### src/rtl/cla_serial_addsub_pkg.sv
// Shared types and constants for the nibble-serial CLA adder/subtractor.
`ifndef CLA_SERIAL_ADDSUB_PKG_SV
`define CLA_SERIAL_ADDSUB_PKG_SV

`define CSA_STEPS(w) ((w) / 4)

package cla_serial_addsub_pkg;

    localparam int NIBBLE = 4;

    typedef enum logic [1:0] {
        IDLE = 2'd0,
        RUN  = 2'd1,
        DONE = 2'd2
    } state_t;

endpackage

`endif

### src/rtl/cla_serial_addsub_cla4.sv
// Combinational 4-bit carry-lookahead slice with group propagate/generate.
module cla_serial_addsub_cla4
    import cla_serial_addsub_pkg::*;
(
    input  logic [NIBBLE-1:0] a,
    input  logic [NIBBLE-1:0] b,
    input  logic              c_in,
    output logic [NIBBLE-1:0] sum,
    output logic              c_out,
    output logic              P,
    output logic              G
);

    logic [NIBBLE-1:0] p;
    logic [NIBBLE-1:0] g;
    logic [NIBBLE:0]   c;

    assign p = a ^ b;
    assign g = a & b;

    assign c[0] = c_in;
    assign c[1] = g[0] | (p[0] & c[0]);
    assign c[2] = g[1] | (p[1] & g[0]) | (p[1] & p[0] & c[0]);
    assign c[3] = g[2] | (p[2] & g[1]) | (p[2] & p[1] & g[0])
                | (p[2] & p[1] & p[0] & c[0]);

    assign P = &p;
    assign G = g[3] | (p[3] & g[2]) | (p[3] & p[2] & g[1])
             | (p[3] & p[2] & p[1] & g[0]);

    assign c[4]  = G | (P & c[0]);
    assign c_out = c[4];
    assign sum   = p ^ c[NIBBLE-1:0];

endmodule

### src/rtl/cla_serial_addsub.sv
// WIDTH-bit adder/subtractor that pushes one nibble per cycle through a CLA slice.
module cla_serial_addsub
    import cla_serial_addsub_pkg::*;
#(
    parameter int WIDTH = 16
)(
    input  logic             clk,
    input  logic             rst,
    input  logic             in_valid,
    output logic             in_ready,
    input  logic [WIDTH-1:0] a,
    input  logic [WIDTH-1:0] b,
    input  logic             sub,
    input  logic             c_in,
    output logic             out_valid,
    input  logic             out_ready,
    output logic [WIDTH-1:0] sum,
    output logic             c_out,
    output logic             ovf,
    output logic             P,
    output logic             G
);

    localparam int STEPS = `CSA_STEPS(WIDTH);
    localparam int CW    = (STEPS > 1) ? $clog2(STEPS) : 1;

    state_t         state;
    logic [CW-1:0]  cnt;
    logic [CW+1:0]  base;
    logic [WIDTH-1:0] a_r;
    logic [WIDTH-1:0] b_r;
    logic           carry;
    logic           p_acc;
    logic           g_acc;

    logic [NIBBLE-1:0] s_sum;
    logic              s_cout;
    logic              s_p;
    logic              s_g;
    logic              p_nxt;
    logic              g_nxt;
    logic              last;

    assign base = {cnt, 2'b00};

    cla_serial_addsub_cla4 u_slice (
        .a     (a_r[base +: NIBBLE]),
        .b     (b_r[base +: NIBBLE]),
        .c_in  (carry),
        .sum   (s_sum),
        .c_out (s_cout),
        .P     (s_p),
        .G     (s_g)
    );

    assign p_nxt = p_acc & s_p;
    assign g_nxt = s_g | (s_p & g_acc);
    assign last  = (cnt == CW'(STEPS - 1));

    // Gate with rst so the handshake is closed while reset is held.
    assign in_ready = rst & (state == IDLE);

    always_ff @(posedge clk or negedge rst) begin
        if (!rst) begin
            state     <= IDLE;
            cnt       <= '0;
            a_r       <= '0;
            b_r       <= '0;
            carry     <= 1'b0;
            p_acc     <= 1'b0;
            g_acc     <= 1'b0;
            sum       <= '0;
            c_out     <= 1'b0;
            ovf       <= 1'b0;
            P         <= 1'b0;
            G         <= 1'b0;
            out_valid <= 1'b0;
        end else begin
            unique case (state)
                IDLE: begin
                    if (in_valid) begin
                        a_r   <= a;
                        b_r   <= sub ? ~b : b;
                        carry <= sub | c_in;
                        p_acc <= 1'b1;
                        g_acc <= 1'b0;
                        cnt   <= '0;
                        state <= RUN;
                    end
                end
                RUN: begin
                    sum[base +: NIBBLE] <= s_sum;
                    carry <= s_cout;
                    p_acc <= p_nxt;
                    g_acc <= g_nxt;
                    cnt   <= cnt + CW'(1);
                    if (last) begin
                        cnt       <= '0;
                        c_out     <= s_cout;
                        // Carry into the MSB recovered from the MSB sum bit.
                        ovf       <= a_r[WIDTH-1] ^ b_r[WIDTH-1]
                                   ^ s_sum[NIBBLE-1] ^ s_cout;
                        P         <= p_nxt;
                        G         <= g_nxt;
                        out_valid <= 1'b1;
                        state     <= DONE;
                    end
                end
                DONE: begin
                    if (out_ready) begin
                        out_valid <= 1'b0;
                        state     <= IDLE;
                    end
                end
                default: state <= IDLE;
            endcase
        end
    end

endmodule

### config.mk
export PLATFORM = sky130hd
export DESIGN_NAME = cla_serial_addsub
export DESIGN_NICKNAME = d
export VERILOG_FILES = /design/src/rtl/cla_serial_addsub_pkg.sv /design/src/rtl/cla_serial_addsub_cla4.sv /design/src/rtl/cla_serial_addsub.sv
export SDC_FILE = /design/constraint.sdc
export NUM_CORES = 1
export LEC_CHECK = 0
export BUFFER_PORTS_ARGS = -buffer_cell sky130_fd_sc_hd__buf_4
export CAP_MARGIN = 0
export CORE_ASPECT_RATIO = 0.75
export CORE_UTILIZATION = 58
export DETAILED_ROUTE_END_ITERATION = 6
export PLACE_DENSITY = 0.84
export SLEW_MARGIN = 5
export SYNTH_ARGS = -nofsm -noshare
export SYNTH_HDL_FRONTEND = slang
export SYNTH_SLANG_ARGS = --single-unit
export TNS_END_PERCENT = 100
### constraint.sdc
create_clock -name clk -period 4.65 [get_ports clk]
set_input_delay 0 -clock clk [delete_from_list [all_inputs] [get_ports clk]]
set_output_delay 0 -clock clk [all_outputs]
set_load 0.005 [all_outputs]
* Word-level counts from Yosys, hierarchy flattened *
Cells that the tools add are included.

storage, ports and cells
  register bits after elaboration = 60
  word-level logic and storage cells = 89
  input bits = 38

operators by class
  reduce and logical (&&, ||, !) cells = 9
  shift operators = 4
  bitwise gates (word level) = 37
  multiplexer cells = 18
  equal/unequal tests = 6
  add/subtract/negate cells = 2

operators by type and width
  kind                                                   number
  indexed part select 16 x 5 -> 4 bit                    2
  bitwise AND 1 bit                                      18
  bitwise mux 16 bit                                     1
  2-to-1 mux 16 bit                                      1
  NOT 16 bit                                             1
  variable shift 4 x 6 -> 16 bit (first input constant)  1
  indexed part select 4 x 6 -> 16 bit                    1
  bitwise OR 1 bit                                       12
  2-to-1 mux 2 bit                                       5
  one-hot mux 1 bit (2 select lines)                     4
  XOR 4 bit                                              2
  inequality test 2 bit (second input constant)          3
  negation 4 -> 6 bit                                    1
  one-hot mux 2 bit (3 select lines)                     1
  AND reduction 2 bit                                    3
  AND reduction 3 bit                                    2
  2-to-1 mux 1 bit                                       5
  bitwise AND 4 bit                                      1
  == test 2 bit (second input constant)                  2
  one-hot mux 2 bit (2 select lines)                     1
  AND reduction 4 bit                                    1
  nonzero test 2 bit                                     2
  XOR 1 bit                                              3
  adder 2 x 1 -> 2 bit (second input constant)           1
  other kinds (2)                                        2

* Depth between registers and ports, before layout *
  depth in word-level cells = 9
  gate-level depth with buffers = 8
  depth with buffers taken out = 7

* By module *
Synthesis repeated with hierarchy kept, for this count alone.

second synthesis, totals
  cell total of the unflattened synthesis = 240
  area, all modules = 2996.6 sq um

by module, submodules not included
  module                  cells each  instances  area an instance (sq um)  seq. area each (sq um)
  cla_serial_addsub       218         1          2802.7                    1501.4
  cla_serial_addsub_cla4  22          1          193.9                     0.0

* Worst setup path before layout *
No wires, ideal clock.

  path type = flip-flop to flip-flop
  start point = reg cnt[0]
  end point = reg ovf
  data arrival time = 2.689 ns
  cell stages (with the launch flop) = 9
  setup slack = 1.884 ns
  data required time = 4.573 ns
  buffers on the path = 1
  library setup time = 0.077 ns
  cells stage by stage = dfrtp_1 -> buf_2 -> mux4_2 -> ha_1 -> a211oi_1 -> o21bai_2 -> xor2_2 -> xnor3_1 -> o21ai_1

between the ends
  longest elaborated chain between the ends = 9

RTL lines
  item                                                           RTL line                                                    RTL
  from (decl)                                                    cla_serial_addsub.sv:28                                     logic [CW-1:0] cnt;
  from (signal assigned)                                         cla_serial_addsub.sv:96                                     cnt <= cnt + CW'(1);
  indexed part select 16 x 5 -> 4 bit, on equally long branches  cla_serial_addsub.sv:47, cla_serial_addsub.sv:48
  XOR 4 bit or bitwise AND 4 bit (tied branches)                 cla_serial_addsub_cla4.sv:18, cla_serial_addsub_cla4.sv:19
  bitwise AND 1 bit, on equally long branches                    cla_serial_addsub_cla4.sv:24, cla_serial_addsub_cla4.sv:25
  bitwise OR 1 bit (tied with other cells)                       cla_serial_addsub_cla4.sv:24                                assign c[3] = g[2] | (p[2] & g[1]) | (p[2] & p[1] & g[0])
  bitwise OR 1 bit or bitwise AND 1 bit (tied branches)          cla_serial_addsub_cla4.sv:24, cla_serial_addsub_cla4.sv:25
  bitwise OR 1 bit                                               cla_serial_addsub_cla4.sv:25                                | (p[2] & p[1] & p[0] & c[0]);
  XOR 4 bit                                                      cla_serial_addsub_cla4.sv:33                                assign sum = p ^ c[NIBBLE-1:0];
  XOR 1 bit (2 in series)                                        cla_serial_addsub.sv:102                                    ^ s_sum[NIBBLE-1] ^ s_cout;
  to (signal assigned)                                           cla_serial_addsub.sv:101                                    ovf <= a_r[WIDTH-1] ^ b_r[WIDTH-1]
  to (decl)                                                      cla_serial_addsub.sv:19                                     output logic ovf,

Parallel ways exist; a longest one is shown, timed or not.
A chain may end at the register's enable or synchronous reset.

* Worst setup path in the final report *
Ends and elaborated chain as after synthesis.

==> results.sh <==
export IMPL_path_depth=7
export IMPL_cp_top_family="flip-flops"
export IMPL_finalCritPeriodShare_pct=69.40
export IMPL_cpPeakStageDelay_ns=0.83
export IMPL_cp_required_ns=4.92
export IMPL_gr_total_overflow=0
export IMPL_end_kind="flop"
export IMPL_slew_violations=0
export IMPL_top_layer_used="met4"
export IMPL_timing_hold_ws_ns=0.1228
export IMPL_antenna_cells=0
export IMPL_dp_slack_ns=1.437
export IMPL_synth_top_cell_by_area="dfrtp_1"
export IMPL_cp_max_fo=15
export IMPL_finClkSkew_ns=0.003967
export IMPL_max_clock_path_buffers=2
export IMPL_p_per_area_mw_per_mm2=711.1
export IMPL_wl_met1_um=3046
export IMPL_crit_chain="mux4_2 > ha_1 > a211oi_1 > o21bai_2 > xor2_2 > xnor3_1 > o21ai_1"
export IMPL_period_minus_slack_ns=3.227
export IMPL_grt_usage_pct=32.09
export IMPL_ir_worst_vdd_uv=421.8
export IMPL_p_int_mw=1.577
export IMPL_die_x_um=83.37
export IMPL_switching_power_mw=1.164
export IMPL_syn_to_final_growth_pct=33.84
export IMPL_ys_warn_count=0
export IMPL_crit_slowest_cell="dfrtp_1"
export IMPL_clock_latency_ns=0.35
export IMPL_rsz0062_at_grt="false"
export IMPL_worstMarginPinSlew_ns=0.7524
export IMPL_swShare_pct=42.48
export IMPL_rrSetupSlack_ns=1.42
export IMPL_p_leak_nw=1.876
export IMPL_fillers=249
export IMPL_wl_per_cell_um=17.44
export IMPL_clockRootBuffer="clkbuf_8"
export IMPL_viasPerCell=5.612
export IMPL_synth_edf_count=0
export IMPL_dieArea_mm2=0.005255
export IMPL_drcViolationCount=0
export IMPL_cts_resized=0
export IMPL_endpoint="ovf$_DFFE_PN0P_"
export IMPL_status="finished, final reports clean"
export IMPL_cts_tree="done"
export IMPL_ys_async_sr_fraction_pct=100.0
export IMPL_synth_top_cell_area_share_pct=52.13
export IMPL_wl_um=7463
export IMPL_h_tree_depth=3
export IMPL_ys_ff_latch=60
export IMPL_cts_buffers=9
export IMPL_drt_pass1_iter_count=4
export IMPL_maxCapViolCount=0
export IMPL_drive_gt1_share_pct=23.18
export IMPL_pwr_share_clk_pct=14.2
export IMPL_synth_area_leaders="dfrtp_1 52%, nand2_1 11%, mux4_2 6.3%"
export IMPL_worstReg2RegStart="cnt[0]$_DFFE_PN0P_"
export IMPL_start_kind="flop"
export IMPL_grt_max_degree=62
export IMPL_met2_length_um=3750
export IMPL_worst_r2r_cell_count=7
export IMPL_gp_congestion=0.8279
export IMPL_drt_iter0_markers=168
export IMPL_num_vias=2402
export IMPL_yosysUniqueCellTypes=32
export IMPL_crit_path_start="cnt[0]$_DFFE_PN0P_"
export IMPL_max_slew_margin_pct=49.84
export IMPL_synth_nets=323
export IMPL_pin_count=60
export IMPL_antenna_found_initial=0
export IMPL_r2r_end="ovf$_DFFE_PN0P_"
export IMPL_critPathBufInv=0
export IMPL_coreArea_mm2=0.004624
export IMPL_die_h_um=63.03
export IMPL_critPathKind="flop to flop"
export IMPL_setup_viol=0
export IMPL_cts_sinks=60
export IMPL_min_path_type="input port to flop"
export IMPL_setup_ws_ns=1.423
export IMPL_seq_power_share_pct=33.9
export IMPL_syn_inst=274
export IMPL_port_buffers=59
export IMPL_p_comb_share_pct=51.8
export IMPL_yosysSeqAreaShare_pct=52.13
export IMPL_num_rows=21
export IMPL_dr_wl_met3_um=430
export IMPL_setup_tns_ns=0
export IMPL_grt_pass1_wl_um=12300
export IMPL_postRouteAntennaNets=0
export IMPL_dpl_hpwl_um=4188
export IMPL_syn_area_per_cell_um2=10.51
export IMPL_finalHoldViolCount=0
export IMPL_synth_area_mm2=0.002880
export IMPL_nNetsFinal=417
export IMPL_max_freq_ghz=0.3099
export IMPL_clkTransAtPathRegs_ns=0.06
export IMPL_start_util_pct=62.28
export IMPL_first_global_vias=2403
export IMPL_cp_data_arrival_time_ns=3.50
export IMPL_synthFlopType="dfrtp_1"
## Yosys cell counts, types with 2 or more instances
master	instances
a21oi_1	6
a22o_1	13
and2_1	2
buf_2	4
clkbuf_1	6
dfrtp_1	60
ha_1	10
inv_1	4
mux4_2	8
nand2_1	84
nand3_1	3
nor2_1	5
o21ai_0	3
o21ai_1	25
o31ai_1	5
or3_1	2
xnor2_1	19
## cells by family after synthesis
family / after synthesis / share of synthesized area, %
flops: 60 / 52.13
buf+inv: 17 / 2.519
simple gates: 100 / 14.29
compound gates: 57 / 12.64
xor+xnor: 21 / 7.124
mux: 8 / 6.255
fa+ha+maj: 11 / 5.039
## registers in the layout, indices dropped and copies added, names as in the netlist, 2 cells and up
signal  cells
cnt         2
state       2
sum        16
a_r        16
b_r        16
## metrics by stage
step	instance area (um^2)	cells	util (%)	total power [mW]
global placement	3348	379	72.40	2.185
detailed placement	3348	379	72.40	2.262
finish	3855	428	83.36	2.741
global route	3855	428	83.36	2.917
CTS	3855	428	83.36	2.686
floorplan	2880	274	-	1.863
## layer usage
layer,GRT usage [%],vias to the layer above
li1,-,1124
met1,39.80,1153
met2,52.77,103
met3,8.983,22
met4,14.66,0
met5,0,-
## what timing repair did
item	in CTS	in global routing
hold buffers	35	0
hold endpoints to repair	95	0
setup buffers	0	0
## layout make-up
type	count	area, um^2	share of cell area, %
clock buffer	11	141.4	3.668
clock inverter	3	15.01	0.3895
inverter	5	18.77	0.4869
multi-input combinational	197	1306	33.89
sequential	60	1501	38.95
tap	57	71.32	1.850
timing repair buffer	95	800.8	20.77
## worst min-delay path: stages
cell and delay (ns):
buf_4 0.20, xnor2_1 0.18, o21ai_1 0.05
## worst min path at each step
stage	end	cells past startpoint	startpoint
detailed placement	sum[12]$_DFFE_PN0P_	1	rst
finish	b_r[1]$_DFFE_PN0P_	3	sub
global route	b_r[15]$_DFFE_PN0P_	3	sub
floorplan	G$_DFFE_PN0P_	0	rst
global placement	sum[14]$_DFFE_PN0P_	1	rst
CTS	b_r[1]$_DFFE_PN0P_	3	sub
## power groups by stage
stage / Clock (mW) / Sequential [mW] / Combinational, mW
after floorplan: 0 / 0.839 / 1.02
after CTS: 0.390 / 0.910 / 1.39
final: 0.390 / 0.931 / 1.42
after global routing: 0.422 / 0.953 / 1.54
after global placement: 0 / 0.909 / 1.28
after detailed placement: 0 / 0.918 / 1.34
## placed cells by master, fill, tap and decap left out
master / count
nand2_1: 84
dfrtp_1: 60
buf_4: 60
dlygate4sd3_1: 35
o21ai_1: 25
xnor2_1: 19
a22o_1: 13
ha_1: 10
clkbuf_8: 10
mux4_2: 8
a21oi_1: 6
nor2_1: 5
o31ai_1: 5
inv_1: 4
o21ai_0: 3
nand3_1: 3
clkinv_2: 3
and2_1: 2
or3_1: 2
inv_2: 1
nand2b_1: 1
and4_2: 1
o22a_1: 1
nor2b_1: 1
a211oi_1: 1
o21bai_2: 1
xor2_2: 1
nor4b_2: 1
a21o_1: 1
xnor3_1: 1
o211ai_1: 1
fa_1: 1
clkbuf_1: 1
Power figures use the tool's default switching activity.
